**config.mk**
```make
export PLATFORM = sky130hd
export DESIGN_NAME = scarv_cpu_cop_initiator_flat
export DESIGN_NICKNAME = d
export VERILOG_FILES = /design/src/rtl/scarv_cpu_cop_initiator_if.sv /design/src/rtl/scarv_cpu_cop_initiator.sv /design/src/flat_wrapper.sv
export SDC_FILE = /design/constraint.sdc
export NUM_CORES = 1
export LEC_CHECK = 0
export ABC_AREA = 1
export BUFFER_PORTS_ARGS = -buffer_cell sky130_fd_sc_hd__buf_2
export CAP_MARGIN = 5
export CORE_ASPECT_RATIO = 0.9
export CORE_UTILIZATION = 46
export CTS_CLUSTER_SIZE = 28
export DETAILED_ROUTE_END_ITERATION = 8
export GPL_TIMING_DRIVEN = 0
export PLACE_DENSITY = 0.76
export SYNTH_ARGS = -nofsm -noshare
export SYNTH_HDL_FRONTEND = slang
export SYNTH_SLANG_ARGS = --single-unit
```
**constraint.sdc**
```tcl
create_clock -name g_clk -period 2.1 [get_ports g_clk]
set_clock_uncertainty 0.1 [all_clocks]
set_input_delay 0.105 -clock g_clk [delete_from_list [all_inputs] [get_ports g_clk]]
set_output_delay 0.105 -clock g_clk [all_outputs]
set_load 0.005 [all_outputs]
```
**src/rtl/scarv_cpu_cop_initiator_if.sv**
```systemverilog
// CPU <-> COP instruction interface.
// master = CPU-side initiator, slave = co-processor.
interface scarv_cpu_cop_initiator_if;
    logic        cpu_insn_req;
    logic        cop_insn_ack;
    logic        cpu_abort_req;
    logic [31:0] cpu_insn_enc;
    logic [31:0] cpu_rs1;
    logic        cop_wen;
    logic [4:0]  cop_waddr;
    logic [31:0] cop_wdata;
    logic [2:0]  cop_result;
    logic        cop_insn_rsp;
    logic        cpu_insn_ack;

    modport master (
        output cpu_insn_req, cpu_abort_req, cpu_insn_enc, cpu_rs1,
        output cpu_insn_ack,
        input  cop_insn_ack, cop_wen, cop_waddr, cop_wdata,
        input  cop_result, cop_insn_rsp
    );

    modport slave (
        input  cpu_insn_req, cpu_abort_req, cpu_insn_enc, cpu_rs1,
        input  cpu_insn_ack,
        output cop_insn_ack, cop_wen, cop_waddr, cop_wdata,
        output cop_result, cop_insn_rsp
    );
endinterface

```
**src/rtl/scarv_cpu_cop_initiator.sv**
```systemverilog
// CPU-side initiator: issues one instruction to the COP, collects the
// response for write-back, with host abort and a watchdog timeout.
module scarv_cpu_cop_initiator #(
    parameter int unsigned TIMEOUT_CYCLES = 256,
    parameter logic [2:0]  TIMEOUT_RESULT = 3'b111
) (
    input  logic        g_clk,
    input  logic        g_reset,
    input  logic        issue_valid,
    output logic        issue_ready,
    input  logic [31:0] issue_enc,
    input  logic [31:0] issue_rs1,
    input  logic        issue_abort,
    output logic        busy,
    scarv_cpu_cop_initiator_if.master cop,
    output logic        wb_valid,
    input  logic        wb_ready,
    output logic        wb_wen,
    output logic [4:0]  wb_waddr,
    output logic [31:0] wb_wdata,
    output logic [2:0]  wb_result
);

    localparam int TW = (TIMEOUT_CYCLES > 0) ?
                        $clog2(TIMEOUT_CYCLES + 1) : 1;
    localparam logic [TW-1:0] TLAST = TW'(TIMEOUT_CYCLES - 1);

    typedef enum logic [2:0] {
        IDLE, REQ, WAIT, DONE, ABORT
    } state_t;

    state_t        state;
    state_t        state_n;
    logic [TW-1:0] timer;
    logic          timed_out;
    logic          timeout;
    logic          in_flight;
    logic [31:0]   enc_q;
    logic [31:0]   rs1_q;

    assign in_flight = (state == REQ) || (state == WAIT);
    assign timeout   = (TIMEOUT_CYCLES != 0) && (timer == TLAST);

    always_ff @(posedge g_clk) begin
        if (g_reset) state <= IDLE;
        else         state <= state_n;
    end

    // Host abort beats ack/rsp, which in turn beat the watchdog.
    always_comb begin
        state_n = state;
        unique case (state)
            IDLE: if (issue_valid) state_n = REQ;
            REQ: begin
                if (issue_abort)           state_n = ABORT;
                else if (cop.cop_insn_ack) state_n = WAIT;
                else if (timeout)          state_n = ABORT;
            end
            WAIT: begin
                if (issue_abort)           state_n = ABORT;
                else if (cop.cop_insn_rsp) state_n = DONE;
                else if (timeout)          state_n = ABORT;
            end
            DONE:  if (wb_ready) state_n = IDLE;
            ABORT: state_n = timed_out ? DONE : IDLE;
            default: state_n = IDLE;
        endcase
    end

    always_comb begin
        issue_ready       = 1'b0;
        busy              = 1'b1;
        cop.cpu_insn_req  = 1'b0;
        cop.cpu_insn_ack  = 1'b0;
        cop.cpu_abort_req = 1'b0;
        wb_valid          = 1'b0;
        unique case (state)
            IDLE: begin
                issue_ready = 1'b1;
                busy        = 1'b0;
            end
            REQ:   cop.cpu_insn_req  = 1'b1;
            WAIT:  cop.cpu_insn_ack  = 1'b1;
            DONE:  wb_valid          = 1'b1;
            ABORT: cop.cpu_abort_req = 1'b1;
            default: begin
                issue_ready = 1'b0;
            end
        endcase
    end

    assign cop.cpu_insn_enc = enc_q;
    assign cop.cpu_rs1      = rs1_q;

    always_ff @(posedge g_clk) begin
        if (g_reset) begin
            enc_q     <= '0;
            rs1_q     <= '0;
            timer     <= '0;
            timed_out <= 1'b0;
            wb_wen    <= 1'b0;
            wb_waddr  <= '0;
            wb_wdata  <= '0;
            wb_result <= '0;
        end else begin
            if (state == IDLE && issue_valid) begin
                enc_q <= issue_enc;
                rs1_q <= issue_rs1;
                timer <= '0;
            end else if (in_flight && timer != '1) begin
                timer <= timer + TW'(1);
            end
            if (in_flight && state_n == ABORT)
                timed_out <= !issue_abort;
            if (state == WAIT && state_n == DONE) begin
                wb_wen    <= cop.cop_wen;
                wb_waddr  <= cop.cop_waddr;
                wb_wdata  <= cop.cop_wdata;
                wb_result <= cop.cop_result;
            end else if (state == ABORT && timed_out) begin
                wb_wen    <= 1'b0;
                wb_waddr  <= '0;
                wb_wdata  <= '0;
                wb_result <= TIMEOUT_RESULT;
            end
        end
    end

endmodule

```
**src/flat_wrapper.sv**
```systemverilog
// flat-port wrapper written by rule: the top's interface ports become plain ports
module scarv_cpu_cop_initiator_flat 
#(
    parameter int unsigned TIMEOUT_CYCLES = 256,
    parameter logic [2:0]  TIMEOUT_RESULT = 3'b111
)
  (g_clk, g_reset, issue_valid, issue_ready, issue_enc, issue_rs1, issue_abort, busy, wb_valid, wb_ready, wb_wen, wb_waddr, wb_wdata, wb_result, cop_cpu_insn_req, cop_cpu_abort_req, cop_cpu_insn_enc, cop_cpu_rs1, cop_cpu_insn_ack, cop_cop_insn_ack, cop_cop_wen, cop_cop_waddr, cop_cop_wdata, cop_cop_result, cop_cop_insn_rsp);
  scarv_cpu_cop_initiator_if cop_i ();
  input  logic g_clk;
  input  logic g_reset;
  input  logic issue_valid;
  output logic issue_ready;
  input  logic [31:0] issue_enc;
  input  logic [31:0] issue_rs1;
  input  logic issue_abort;
  output logic busy;
  output logic wb_valid;
  input  logic wb_ready;
  output logic wb_wen;
  output logic [4:0] wb_waddr;
  output logic [31:0] wb_wdata;
  output logic [2:0] wb_result;
  output wire logic [$bits(cop_i.cpu_insn_req)-1:0] cop_cpu_insn_req;
  output wire logic [$bits(cop_i.cpu_abort_req)-1:0] cop_cpu_abort_req;
  output wire logic [$bits(cop_i.cpu_insn_enc)-1:0] cop_cpu_insn_enc;
  output wire logic [$bits(cop_i.cpu_rs1)-1:0] cop_cpu_rs1;
  output wire logic [$bits(cop_i.cpu_insn_ack)-1:0] cop_cpu_insn_ack;
  input wire logic [$bits(cop_i.cop_insn_ack)-1:0] cop_cop_insn_ack;
  input wire logic [$bits(cop_i.cop_wen)-1:0] cop_cop_wen;
  input wire logic [$bits(cop_i.cop_waddr)-1:0] cop_cop_waddr;
  input wire logic [$bits(cop_i.cop_wdata)-1:0] cop_cop_wdata;
  input wire logic [$bits(cop_i.cop_result)-1:0] cop_cop_result;
  input wire logic [$bits(cop_i.cop_insn_rsp)-1:0] cop_cop_insn_rsp;
  assign cop_cpu_insn_req = cop_i.cpu_insn_req;
  assign cop_cpu_abort_req = cop_i.cpu_abort_req;
  assign cop_cpu_insn_enc = cop_i.cpu_insn_enc;
  assign cop_cpu_rs1 = cop_i.cpu_rs1;
  assign cop_cpu_insn_ack = cop_i.cpu_insn_ack;
  assign cop_i.cop_insn_ack = cop_cop_insn_ack;
  assign cop_i.cop_wen = cop_cop_wen;
  assign cop_i.cop_waddr = cop_cop_waddr;
  assign cop_i.cop_wdata = cop_cop_wdata;
  assign cop_i.cop_result = cop_cop_result;
  assign cop_i.cop_insn_rsp = cop_cop_insn_rsp;
  scarv_cpu_cop_initiator #(.TIMEOUT_CYCLES(TIMEOUT_CYCLES), .TIMEOUT_RESULT(TIMEOUT_RESULT)) u_core (.g_clk(g_clk), .g_reset(g_reset), .issue_valid(issue_valid), .issue_ready(issue_ready), .issue_enc(issue_enc), .issue_rs1(issue_rs1), .issue_abort(issue_abort), .busy(busy), .cop(cop_i), .wb_valid(wb_valid), .wb_ready(wb_ready), .wb_wen(wb_wen), .wb_waddr(wb_waddr), .wb_wdata(wb_wdata), .wb_result(wb_result));
endmodule
```
# Word-level counts from Yosys, hierarchy flattened
# Index checks and enable logic that the tools add are counted.
[word_totals] register_bits=118 out_inout_bits=111 word_cells=51
[op_classes] add_sub_neg=1 eq_ne=8 muxes=23 reduce_logical=10
[ops] operator="32-bit two-way mux" count=2
[ops] operator="3-bit two-way mux" count=9
[ops] operator="3-bit case mux with 5 select lines" count=1
[ops] operator="5-bit two-way mux" count=2
[ops] operator="9-bit by 1-bit adder with 9-bit output, second input constant" count=1
[ops] operator="3-bit by 2-bit == test with 1-bit output, second input constant" count=3
[ops] operator="9-bit by 8-bit == test with 1-bit output, second input constant" count=1
[ops] operator="9-bit != test, second input constant" count=1
[ops] operator="1-bit two-way mux" count=8
[ops] operator="3-bit == test, second input constant" count=2
[ops] operator="1-bit logical AND" count=5
[ops] operator="3-bit by 1-bit == test with 1-bit output, second input constant" count=1
[ops] operator="3-bit zero test" count=1
[ops] operator="2-bit two-way mux" count=1
[ops] operator="2-bit nonzero test" count=1
[ops] operator="2-bit OR reduction" count=1
[ops] operator="1-bit zero test" count=1
[ops] operator="1-bit logical OR" count=1

# Longest topological paths before layout
[depth] ltp_word=8 depth_mapped=10 mapped_depth_nobuf=10

# Worst setup path before layout
# OpenSTA, ideal clock, no wires.
[synth_path] kind="register to register" from="reg u_core.timer[0]" to="reg u_core.timer[8]" arrival_time_ns=1.467 required_time_ns=1.884 path_slack_ns=0.418 path_stages_with_launch=10 n_path_buf=0 synth_period_minus_slack_ns=1.682 cell_sequence="dfxtp_1 > ha_1 > nand4_1 > nor3_1 > ha_1 > inv_1 > nand2_2 > inv_1 > nor2_1 > nor2_1"
[synth_via] elab_chain_cells=2
[synth_lines] item="from (decl)" line="scarv_cpu_cop_initiator.sv:34" text="logic [TW-1:0] timer;"
[synth_lines] item="from (signal assigned)" line="scarv_cpu_cop_initiator.sv:111" text="timer <= timer + TW'(1);"
[synth_lines] item="parallel branches: the longest is 2 deep, another holds 9-bit by 1-bit adder with 9-bit output"
# Several ways; the timed one is not identified.
# A chain may end at the register's enable or synchronous reset.

# Worst setup path in the final report
[layout_path] from="reg u_core.state[2]" to="reg u_core.wb_result[2]"
[layout_via] elab_chain_cells=7
[layout_lines] item="from (decl)" line="scarv_cpu_cop_initiator.sv:32" text="state_t state;"
[layout_lines] item="from (signal assigned)" line="scarv_cpu_cop_initiator.sv:46" text="else state <= state_n;"
[layout_lines] item="3-bit two-way mux" line="scarv_cpu_cop_initiator.sv:57, scarv_cpu_cop_initiator.sv:62"
[layout_lines] item="3-bit two-way mux, on equally long branches" line="scarv_cpu_cop_initiator.sv:61, scarv_cpu_cop_initiator.sv:56"
[layout_lines] item="3-bit two-way mux, on equally long branches" line="scarv_cpu_cop_initiator.sv:60, scarv_cpu_cop_initiator.sv:55"
[layout_lines] item="3-bit case mux with 5 select lines" line="scarv_cpu_cop_initiator.sv:52" text="unique case (state)"
[layout_lines] item="3-bit by 2-bit == test with 1-bit output" line="scarv_cpu_cop_initiator.sv:115" text="if (state == WAIT && state_n == DONE) begin"
[layout_lines] item="1-bit logical AND" line="scarv_cpu_cop_initiator.sv:115"
[layout_lines] item="3-bit two-way mux / 2-bit nonzero test (equally long branches)"
[layout_lines] item="to (signal assigned)" line="scarv_cpu_cop_initiator.sv:119" text="wb_result <= cop.cop_result;"
[layout_lines] item="to (decl)" line="scarv_cpu_cop_initiator.sv:21" text="output logic [2:0] wb_result"
# Parallel ways exist; a longest one is shown, timed or not.

==> results.json <==
{
  "initial_core_util": 0.473,
  "nFillCells": 688,
  "min_period_over_period": 0.955,
  "initialDrtViolationCount": 458,
  "fp-row-count": 34,
  "status": "finished clean",
  "route.vias.total": 5732,
  "die_span_y_um": 96.8,
  "ys.warnings.count": 0,
  "crit_chain": "inv_1 > nand3_1 > nor2_2 > nand2_2 > o21ai_0 > dlygate4sd3_1 > nor2_1",
  "route.detailed.vias_per_inst": 5.29,
  "most-common-layout-cells": "sky130_fd_sc_hd__buf_2 (243), sky130_fd_sc_hd__nand3_1 (151), sky130_fd_sc_hd__dfxtp_1 (117), sky130_fd_sc_hd__dlygate4sd3_1 (111), sky130_fd_sc_hd__a21oi_1 (110)",
  "boundaryPins": 223,
  "finalWorstPathRequiredPeriod_ns": 2.01,
  "clockRootBuffer": "sky130_fd_sc_hd__clkbuf_8",
  "tritoncts": "done",
  "routed_wirelength_um": 17400,
  "timing.critical_path.max_delay_family": "buffers and inverters",
  "gp_congestion": 0.825,
  "critical_path_arrival_ns": 2.31,
  "post-cts-setup-buffers": 0,
  "fin_hold_ws_ns": 0.0272,
  "die_area_mm2": 0.0104,
  "grt_max_degree": 17,
  "grt.overflow.total": 0,
  "timing_hold_violations_final": 0,
  "critical_path.max_stage_delay_ns": 0.58,
  "cts_buffers": 17,
  "drcViolationCount": 0,
  "ant_nets": 0,
  "cellPowerDensity_mw_per_mm2": 783,
  "maxCapViolations": 0,
  "cts.reportedPaths.clkPinSlew_ns": 0.06,
  "fmaxAchievable_mhz": 498,
  "min_path_type": "input pin to flop",
  "clk-insertion-delay-late_ns": 0.51,
  "worst_pin_slew_ns": 0.679,
  "synthDistinctLibCells": 21,
  "critical_path.endpoint_type": "flop",
  "crit_slowest_cell": "sky130_fd_sc_hd__dlygate4sd3_1",
  "crit_path_start_kind": "flop",
  "layout.cells.most_common": "sky130_fd_sc_hd__buf_2",
  "area_delta_synth_final_pct": 64.2,
  "via_count_of_the_first_global_routing_pass": 5781,
  "number_of_buffers_and_inverters_on_the_critical_path": 2,
  "fin_max_slew_vios": 0,
  "clock_tree.buffer_depth": 2,
  "vdd.ir_drop.worst_v": 0.000527,
  "syn-cell-area_mm2": 0.00459,
  "layout.nets": 1060,
  "critical_path.max_fanout": 7,
  "total_negative_slack_for_setup_checks_ns": 0,
  "synth_sequential_area_ratio": 0.515,
  "setup_viol": 0,
  "ys_ff_latch": 118,
  "grt_pass1_wl_um": 27700,
  "avgSynthCellArea_um2": 7.73,
  "port_buf_inserts": 221,
  "grt_setup_unrepaired": "false",
  "clock_tree.htree_level_count": 4,
  "track_usage": 0.341,
  "num_antenna_cells": 0,
  "drt_pre_antenna_iters": 6,
  "relSlewSlack": 0.548,
  "synth_fp_nets": 709,
  "number_of_antenna_violations_at_the_first_check_in_global_routing": 0,
  "wl_per_cell_um": 16.1,
  "dp_hpwl_um": 10400,
  "layout-drive-gt1-share": 0.296,
  "worst-endpoint-required_ns": 2.40,
  "netlist_instances": 594,
  "critPathKind": "flop to flop",
  "p_leak_nw": 3.44,
  "floorplan.die.width_um": 107,
  "placeableCoreArea_mm2": 0.00970,
  "cts_num_sinks": 118
}
[through the flow]
step,cells,utilization,area [µm²],total power [mW],setup WS (ns)
after CTS,1083,0.776,7520,5.90,0.0133
final,1083,0.777,7540,5.90,0.0938
after floorplan,594,-,4590,2.74,0.418
after detailed placement,941,0.604,5850,3.04,0.0627
after global placement,941,0.604,5850,3.02,0.182
after global routing,1083,0.777,7540,6.12,0.0265
[layer usage]
| metal | vias up | share of wire | GRT usage |
|---|---|---|---|
| met1 | 2656 | 0.39 | 0.362 |
| met2 | 298 | 0.50 | 0.608 |
| met5 | - | 0 | 0 |
| met4 | 0 | 0.035 | 0.176 |
| met3 | 57 | 0.075 | 0.0964 |
| li1 | 2721 | - | - |
[worst min-delay path, cell delays in order]
cell                      delay, ns
sky130_fd_sc_hd__buf_2         0.09
sky130_fd_sc_hd__nand2_1       0.10
sky130_fd_sc_hd__nand2_1       0.23
sky130_fd_sc_hd__a21oi_1       0.06
[sequential cells by signal, indices dropped and copies added (netlist names)]
register	flops
u_core.cop.cpu_insn_enc	32
u_core.cop.cpu_rs1	32
u_core.wb_wdata	32
u_core.timer	9
u_core.wb_waddr	5
u_core.state	3
u_core.wb_result	3
u_core.timed_out	1
u_core.wb_wen	1
[path summary, 6_finish.rpt]
kind | from | end | slack, ns | depth (start not counted)
min | issue_valid | u_core.timer[0]$_SDFFE_PP0P_ | 0.03 | 4
max | u_core.state[2]$_SDFF_PP0_ | u_core.wb_result[2]$_SDFFE_PP0P_ | 0.09 | 7
min reg2reg | u_core.cop.cpu_rs1[31]$_SDFFE_PP0P_ | u_core.cop.cpu_rs1[31]$_SDFFE_PP0P_ | 0.36 | 2
max reg2reg | u_core.state[2]$_SDFF_PP0_ | u_core.wb_result[2]$_SDFFE_PP0P_ | 0.09 | 7
[report_power, final]
| group | internal (mW) | leakage (nW) | switching (mW) | total (mW) |
|---|---|---|---|---|
| Clock | 1.71 | 0.272 | 1.00 | 2.71 |
| Sequential | 2.34 | 0.962 | 0.0564 | 2.40 |
| Combinational | 0.389 | 2.21 | 0.403 | 0.792 |
| Total | 4.44 | 3.44 | 1.46 | 5.90 |
[cells by family after synthesis]
kind of cell | Yosys count | synth area share
AO/OA/AOI/OAI | 120 | 0.131
XOR/XNOR | 3 | 0.00572
adder cells (fa/ha/maj) | 3 | 0.00818
buffers and inverters | 69 | 0.0657
flip-flops | 118 | 0.515
AND/OR/NAND/NOR | 281 | 0.274
[cell type report]
class / count / area (µm²) / area share
buffer: 49 / 226 / 0.0301
clock buffer: 23 / 487 / 0.0646
clock inverter: 8 / 72.6 / 0.00963
inverter: 20 / 75.1 / 0.00996
multi-input combinational: 407 / 1940 / 0.257
sequential: 118 / 2360 / 0.314
tap: 126 / 158 / 0.0209
timing repair buffer: 332 / 2220 / 0.294
[cell usage after synthesis]
cell type                  instances  area (µm²)
sky130_fd_sc_hd__dfxtp_1         118        2360
sky130_fd_sc_hd__nand2_2           1        6.26
sky130_fd_sc_hd__xnor2_1           1        8.76
sky130_fd_sc_hd__inv_1            20        75.1
sky130_fd_sc_hd__nor2_2            1        6.26
sky130_fd_sc_hd__nor2_1           23        86.3
sky130_fd_sc_hd__nand2_1         100         375
sky130_fd_sc_hd__nor3_1            2        10.0
sky130_fd_sc_hd__a21oi_1         110         551
sky130_fd_sc_hd__nand3_1         151         756
sky130_fd_sc_hd__nand3b_1          1        7.51
sky130_fd_sc_hd__buf_2            22         110
sky130_fd_sc_hd__ha_1              3        37.5
sky130_fd_sc_hd__o21bai_1          1        7.51
sky130_fd_sc_hd__buf_6             1        11.3
sky130_fd_sc_hd__buf_4             2        15.0
sky130_fd_sc_hd__clkbuf_1         24        90.1
sky130_fd_sc_hd__or2_2             1        6.26
sky130_fd_sc_hd__xor2_1            2        17.5
sky130_fd_sc_hd__nand4_1           1        6.26
sky130_fd_sc_hd__o21ai_0           9        45.0
[timing repair]
action / 4_1_cts / 5_1_grt
hold buffers: 111 / 0
hold endpoints to repair: 109 / 0
resized for setup: 0 / 4
endpoints found under the setup margin: 0 / 13
Note: power is estimated with default switching activity, not from simulation.
